$ cat config.mk
export PLATFORM = sky130hd
export DESIGN_NAME = lfsr_voice_mixer
export DESIGN_NICKNAME = d
export VERILOG_FILES = /design/src/rtl/lfsr_voice_mixer.sv
export SDC_FILE = /design/constraint.sdc
export NUM_CORES = 1
export LEC_CHECK = 0
export BUFFER_PORTS_ARGS = -buffer_cell sky130_fd_sc_hd__buf_2
export CORE_MARGIN = 5
export CORE_UTILIZATION = 60
export CTS_CLUSTER_SIZE = 40
export DETAILED_ROUTE_END_ITERATION = 10
export GPL_TIMING_DRIVEN = 0
export PLACE_DENSITY = 0.85
export SLEW_MARGIN = 0
export SYNTH_ARGS = -nofsm -noshare
export SYNTH_HDL_FRONTEND = slang
export SYNTH_SLANG_ARGS = --single-unit
export TNS_END_PERCENT = 10
$ cat constraint.sdc
create_clock -name clk -period 16.7 [get_ports clk]
set_clock_uncertainty 0.2 [all_clocks]
set_input_delay 3.34 -clock clk [delete_from_list [all_inputs] [get_ports clk]]
set_output_delay 3.34 -clock clk [all_outputs]
set_load 0.03 [all_outputs]
$ cat src/rtl/lfsr_voice_mixer.sv
// Eight-voice LFSR noise mixer: envelope FSM per key, sequential 11-bit mix and 8-bit PWM output.
// Optional KEY_SYNC_EN inserts a 2-flop synchronizer on each key bit.
module lfsr_voice_mixer #(
    parameter int unsigned SAMPLE_DIV   = 256,
    parameter int unsigned ENV_STEP_DIV = 64
) (
    input  logic        clk,
    input  logic        reset,
    input  logic [7:0]  key,
    input  logic [63:0] lfsr_bus,
    output logic [7:0]  lfsr_en,
    output logic [10:0] sample_out,
    output logic        sample_valid,
    output logic        pwm_out
);

    localparam int unsigned DivW    = $clog2(SAMPLE_DIV);
    localparam int unsigned EnvDivW = (ENV_STEP_DIV > 1) ? $clog2(ENV_STEP_DIV) : 1;

    typedef enum logic [1:0] {StIdle, StAttack, StSustain, StRelease} voice_st_e;

    logic [DivW-1:0]    div_q;
    logic [EnvDivW-1:0] env_div_q;
    voice_st_e          st_q [8];
    logic [3:0]         env_q [8];
    logic [3:0]         env_inc [8];
    logic [3:0]         env_dec [8];
    logic [7:0]         lfsr_en_q;
    logic               mix_busy_q;
    logic [2:0]         mix_idx_q;
    logic [10:0]        acc_q;
    logic [10:0]        sample_out_q;
    logic               sample_valid_q;
    logic [7:0]         pwm_cnt_q;
    logic [7:0]         pwm_cmp_q;
    logic [7:0]         key_eff;
    logic               tick;
    logic               pre_tick;
    logic               env_step;
    logic [11:0]        prod;
    logic [7:0]         term;

`ifdef KEY_SYNC_EN
    logic [7:0] key_s1_q;
    logic [7:0] key_s2_q;

    always_ff @(posedge clk) begin
        if (reset) begin
            key_s1_q <= '0;
            key_s2_q <= '0;
        end else begin
            key_s1_q <= key;
            key_s2_q <= key_s1_q;
        end
    end

    assign key_eff = key_s2_q;
`else
    assign key_eff = key;
`endif

    assign tick     = (div_q == DivW'(SAMPLE_DIV - 1));
    assign pre_tick = (div_q == DivW'(SAMPLE_DIV - 2));
    assign env_step = tick && (env_div_q == EnvDivW'(ENV_STEP_DIV - 1));

    always_comb begin
        for (int i = 0; i < 8; i++) begin
            env_inc[i] = (env_q[i] == 4'd15) ? 4'd15 : env_q[i] + 4'd1;
            env_dec[i] = (env_q[i] == 4'd0) ? 4'd0 : env_q[i] - 4'd1;
        end
    end

    // One voice term per mix cycle; the >>4 scales byte*env back into 8 bits.
    always_comb begin
        prod = 12'(lfsr_bus[{mix_idx_q, 3'b000} +: 8]) * 12'(env_q[mix_idx_q]);
        term = (st_q[mix_idx_q] == StIdle) ? 8'd0 : 8'(prod >> 4);
    end

    always_ff @(posedge clk) begin
        if (reset) begin
            div_q          <= '0;
            env_div_q      <= '0;
            lfsr_en_q      <= '0;
            mix_busy_q     <= 1'b0;
            mix_idx_q      <= '0;
            acc_q          <= '0;
            sample_out_q   <= '0;
            sample_valid_q <= 1'b0;
            pwm_cnt_q      <= '0;
            pwm_cmp_q      <= '0;
            for (int i = 0; i < 8; i++) begin
                st_q[i]  <= StIdle;
                env_q[i] <= '0;
            end
        end else begin
            div_q <= tick ? '0 : div_q + DivW'(1);
            if (tick) begin
                env_div_q <= env_step ? '0 : env_div_q + EnvDivW'(1);
            end

            for (int i = 0; i < 8; i++) begin
                // State is stable from pre_tick through the tick cycle, so the strobe
                // reflects the voice state seen during the tick.
                lfsr_en_q[i] <= pre_tick && (st_q[i] != StIdle);
                if (env_step) begin
                    if (st_q[i] == StIdle) begin
                        if (key_eff[i]) begin
                            env_q[i] <= 4'd1;
                            st_q[i]  <= StAttack;
                        end
                    end else if (key_eff[i]) begin
                        env_q[i] <= env_inc[i];
                        st_q[i]  <= (env_inc[i] == 4'd15) ? StSustain : StAttack;
                    end else begin
                        env_q[i] <= env_dec[i];
                        st_q[i]  <= (env_dec[i] == 4'd0) ? StIdle : StRelease;
                    end
                end
            end

            sample_valid_q <= 1'b0;
            if (tick) begin
                mix_busy_q <= 1'b1;
                mix_idx_q  <= '0;
                acc_q      <= '0;
            end else if (mix_busy_q) begin
                acc_q     <= acc_q + 11'(term);
                mix_idx_q <= mix_idx_q + 3'd1;
                if (mix_idx_q == 3'd7) begin
                    mix_busy_q     <= 1'b0;
                    sample_out_q   <= acc_q + 11'(term);
                    sample_valid_q <= 1'b1;
                end
            end

            pwm_cnt_q <= pwm_cnt_q + 8'd1;
            if (pwm_cnt_q == 8'hFF) begin
                pwm_cmp_q <= sample_out_q[10:3];
            end
        end
    end

    assign lfsr_en      = lfsr_en_q;
    assign sample_out   = sample_out_q;
    assign sample_valid = sample_valid_q;
    assign pwm_out      = (pwm_cnt_q < pwm_cmp_q);

endmodule

==> impl_results.rst <==
.. list-table::
   :header-rows: 1

   * - Metric
     - Value
   * - Pre-antenna DRT Iters
     - 5
   * - Global-route usage over all layers
     - 26.17%
   * - Sequential area share after synthesis
     - 33.37%
   * - Initial cell density of the core
     - 60.74%
   * - Number of gates given a new drive strength after cts
     - 0
   * - Post-Synthesis Net Count
     - 1064
   * - Number of instances in the synthesized netlist
     - 919
   * - Post-layout min period
     - 8.777 ns
   * - Maximum number of pins on one net before global-route repair
     - 17
   * - WP data required
     - 16.77 ns
   * - Height of the die
     - 128.3 microns
   * - Most common cell after layout, fill and taps aside
     - sky130_fd_sc_hd__nor2_1
   * - Buffers inserted during post-CTS setup optimization
     - 0
   * - Maximum buffer depth of the clock tree
     - 2
   * - Measured slew at the worst slew-check pin
     - 0.8589 ns
   * - Clock Latency Late Sink
     - 0.42 ns
   * - Register area
     - 2803 sq um
   * - Crit path max fanout
     - 4
   * - Drt drc
     - 0
   * - Routed wire length
     - 21570 microns
   * - TritonCTS clock tree
     - done
   * - Area of the multi-input gates
     - 5206 sq um
   * - Final Hold Viols
     - 0
   * - RSZ-0062 raised after global routing
     - no
   * - Slack of the critical path
     - 7.923 ns
   * - Fin util
     - 70.01%
   * - Routability Congestion
     - 0.9597
   * - Cell breakdown of the critical path
     - buf_2 > mux4_2 > mux2i_2 > or2_1 > fa_1 > fa_1 > inv_1 > ha_1 > nand2_1 > nor2_1 > a31oi_1 > xor2_1 > nor2_1 > ha_1 > fa_1 > a21o_1 > a21oi_1 > o21bai_1 > a2111oi_0 > nor3_1 > nand3_1 > xor2_1 > a211oi_1
   * - Most used DFF post-synth
     - sky130_fd_sc_hd__dfxtp_1
   * - Maximum vdd ir drop
     - 0.04838 mV
   * - Worst-case headroom to the max-slew limit
     - 42.53%
   * - #FFs+latches synth
     - 116
   * - PortBufs
     - 93
   * - Fraction of final layout cells with drive strength greater than 1
     - 16.09%
   * - Asr flop ratio synth
     - 0%
   * - Residual overflow from global routing
     - 0
   * - Kind of start point of the critical path
     - input port
   * - Total negative slack
     - 0 ns
   * - Syn_area_per_cell
     - 9.138 sq um
   * - Vias per cell
     - 6.122
   * - Die width
     - 128.3 microns
   * - Yosys Warn Count
     - 0
   * - Maximum clock frequency
     - 113.9 MHz
   * - Endpoint type of the worst setup path
     - register
   * - Number of ports placed on the die boundary
     - 95
   * - Synthesis-to-finish area growth
     - 15.27%
   * - Initial antenna violation count
     - 1
   * - Clock tree root driver cell
     - sky130_fd_sc_hd__clkbuf_16
   * - Via count of the first global-routing pass
     - 7356
   * - # setup viols final
     - 0
   * - Via count
     - 7493
   * - Number of max-slew violations in the final report
     - 0
   * - Final Cycle Share
     - 52.56%
   * - Number of core rows
     - 43
   * - Worst Setup Path Type
     - input port to register
   * - Data arrival time at the worst-slack endpoint
     - 8.85 ns
   * - Run status
     - complete, no violations
   * - Largest stage delay on the critical path
     - 0.55 ns
   * - Count of routing violations after the opening detailed-route iteration
     - 689
   * - Commonest non-fill, non-tap cells in the layout
     - sky130_fd_sc_hd__nor2_1 (147), sky130_fd_sc_hd__buf_2 (98), sky130_fd_sc_hd__dfxtp_1 (68)
   * - Wire length per cell
     - 17.63 microns
   * - Critical Path Most Common Cell
     - sky130_fd_sc_hd__fa_1
   * - Post-synth design cell area
     - 8398 sq um
   * - Cell area power density
     - 78.99 nW/um^2
   * - Clock buffers created by TritonCTS
     - 17
   * - Hold Crit Class
     - register to register
   * - Maximum level of the CTS H-tree
     - 4
   * - Post-layout total power
     - 0.0007647 W
   * - Sinks on Clock Net
     - 116
   * - Clock slew at reported path FFs
     - 0.06 ns
   * - Die footprint
     - 16460 sq um
   * - Fill count
     - 998
   * - Fin nets
     - 1176
   * - First-pass GRT wire length
     - 34900 microns
   * - Slowest stage cell, crit path
     - sky130_fd_sc_hd__fa_1
   * - Post-place setup slack
     - 7.706 ns
   * - Placeable core region
     - 13830 sq um
   * - Max-capacitance violation count
     - 0
   * - Antenna viol nets, final
     - 0
   * - Hold bufs inserted after CTS
     - 0
   * - Detailed placement HPWL
     - 15490 microns
   * - Static power due to leakage
     - 3.930 nW
   * - Number of distinct library cells after synthesis
     - 65
   * - Number of synthesized flops with an enable pin
     - 48
   * - # diodes
     - 0
-- power breakdown --
group	internal, W	leakage [nW]	total, W	switching (W)
registers	0.000300	1.04	0.000306	0.00000616
clock network	0.000224	0.299	0.000365	0.000141
logic	0.0000392	2.59	0.0000933	0.0000541
total	0.000563	3.93	0.000765	0.000201
-- routing by layer --
layer | GRT usage, % | part of all wire, % | wire [microns] | up-vias
met1 | 33.02 | 41 | 8768 | 3545
li1 | - | - | - | 3534
met3 | 5.958 | 9.0 | 1933 | 56
met4 | 9.613 | 2.3 | 503 | 2
met2 | 44.04 | 48 | 10350 | 356
met5 | 0 | 0.060 | 13 | -
-- synth_stat cells, drive strengths merged, types with 18 or more instances --
| master | number | area (sq um) |
|---|---|---|
| nand3 | 27 | 135.1 |
| xor2 | 24 | 210.2 |
| edfxtp | 48 | 1441 |
| nor2b | 18 | 112.6 |
| mux4 | 28 | 660.6 |
| nor2 | 150 | 575.6 |
| nand2 | 58 | 217.7 |
| a21oi | 47 | 235.2 |
| clkbuf | 33 | 123.9 |
| inv | 55 | 206.4 |
| o21ai | 46 | 230.2 |
| dfxtp | 68 | 1361 |
| mux2i | 32 | 336.6 |
| ha | 59 | 738.2 |
| nor3 | 27 | 146.4 |
-- worst paths after layout --
| path | start | to | slack [ns] | depth (start not counted) |
|---|---|---|---|---|
| worst max register to register | register | sample_out[10]$_SDFFE_PP0P_ | 9.91 | 23 |
| worst max-delay path | lfsr_bus[9] | sample_out[10]$_SDFFE_PP0P_ | 7.92 | 23 |
| worst min-delay path | sample_out[0]$_SDFFE_PP0P_ | sample_out[0]$_SDFFE_PP0P_ | 0.26 | 2 |
| worst min register to register | sample_out[0]$_SDFFE_PP0P_ | sample_out[0]$_SDFFE_PP0P_ | 0.26 | 2 |
-- state kept, by name, summed over array words and instances, names as in the netlist, named ones only --
register and count:
sample_out 11, env_q 32, pwm_cnt_q 8, div_q 8, mix_busy_q 1, env_div_q 6
pwm_cmp_q 8, mix_idx_q 3, lfsr_en 8, sample_valid 1, st_q 16, acc_q 11
-- worst max-delay path, delay by kind of cell --
kind	cells	cell delay, ns
xor+xnor	2	0.40
buf+inv	2	0.15
simple gates	6	0.92
mux	2	0.78
fa+ha+maj	5	1.88
compound gates	6	1.38
-- kinds of logic after synthesis --
family	Yosys count	synth area share, %
AOI/OAI and AO/OA	176	13.62
xor gates and xnor gates	40	4.172
adders and majority gates	76	12.25
buffers and inverters	98	4.633
DFF	116	33.37
muxes	64	12.41
and+or+nand+nor	349	19.55
-- area by class of cell --
| cell class | count | area share [%] |
|---|---|---|
| buffer | 41 | 1.809 |
| clock buffer | 20 | 4.937 |
| clock inverter | 12 | 1.176 |
| inverter | 57 | 2.210 |
| multi-input combinational | 705 | 53.78 |
| sequential | 116 | 28.95 |
| tap | 180 | 2.326 |
| timing repair buffer | 93 | 4.808 |
-- through the flow --
step           instance area [sq um]  hold slack [ns]  instances
2_1_floorplan                   8398           0.2252        919
3_3_place_gp                    9089           0.2371       1192
3_5_place_dp                    9089           0.2575       1192
4_1_cts                         9681           0.2669       1224
5_1_grt                         9681           0.2842       1224
6_report                        9681           0.2647       1224
No activity file was read; power rests on OpenSTA's default activity.
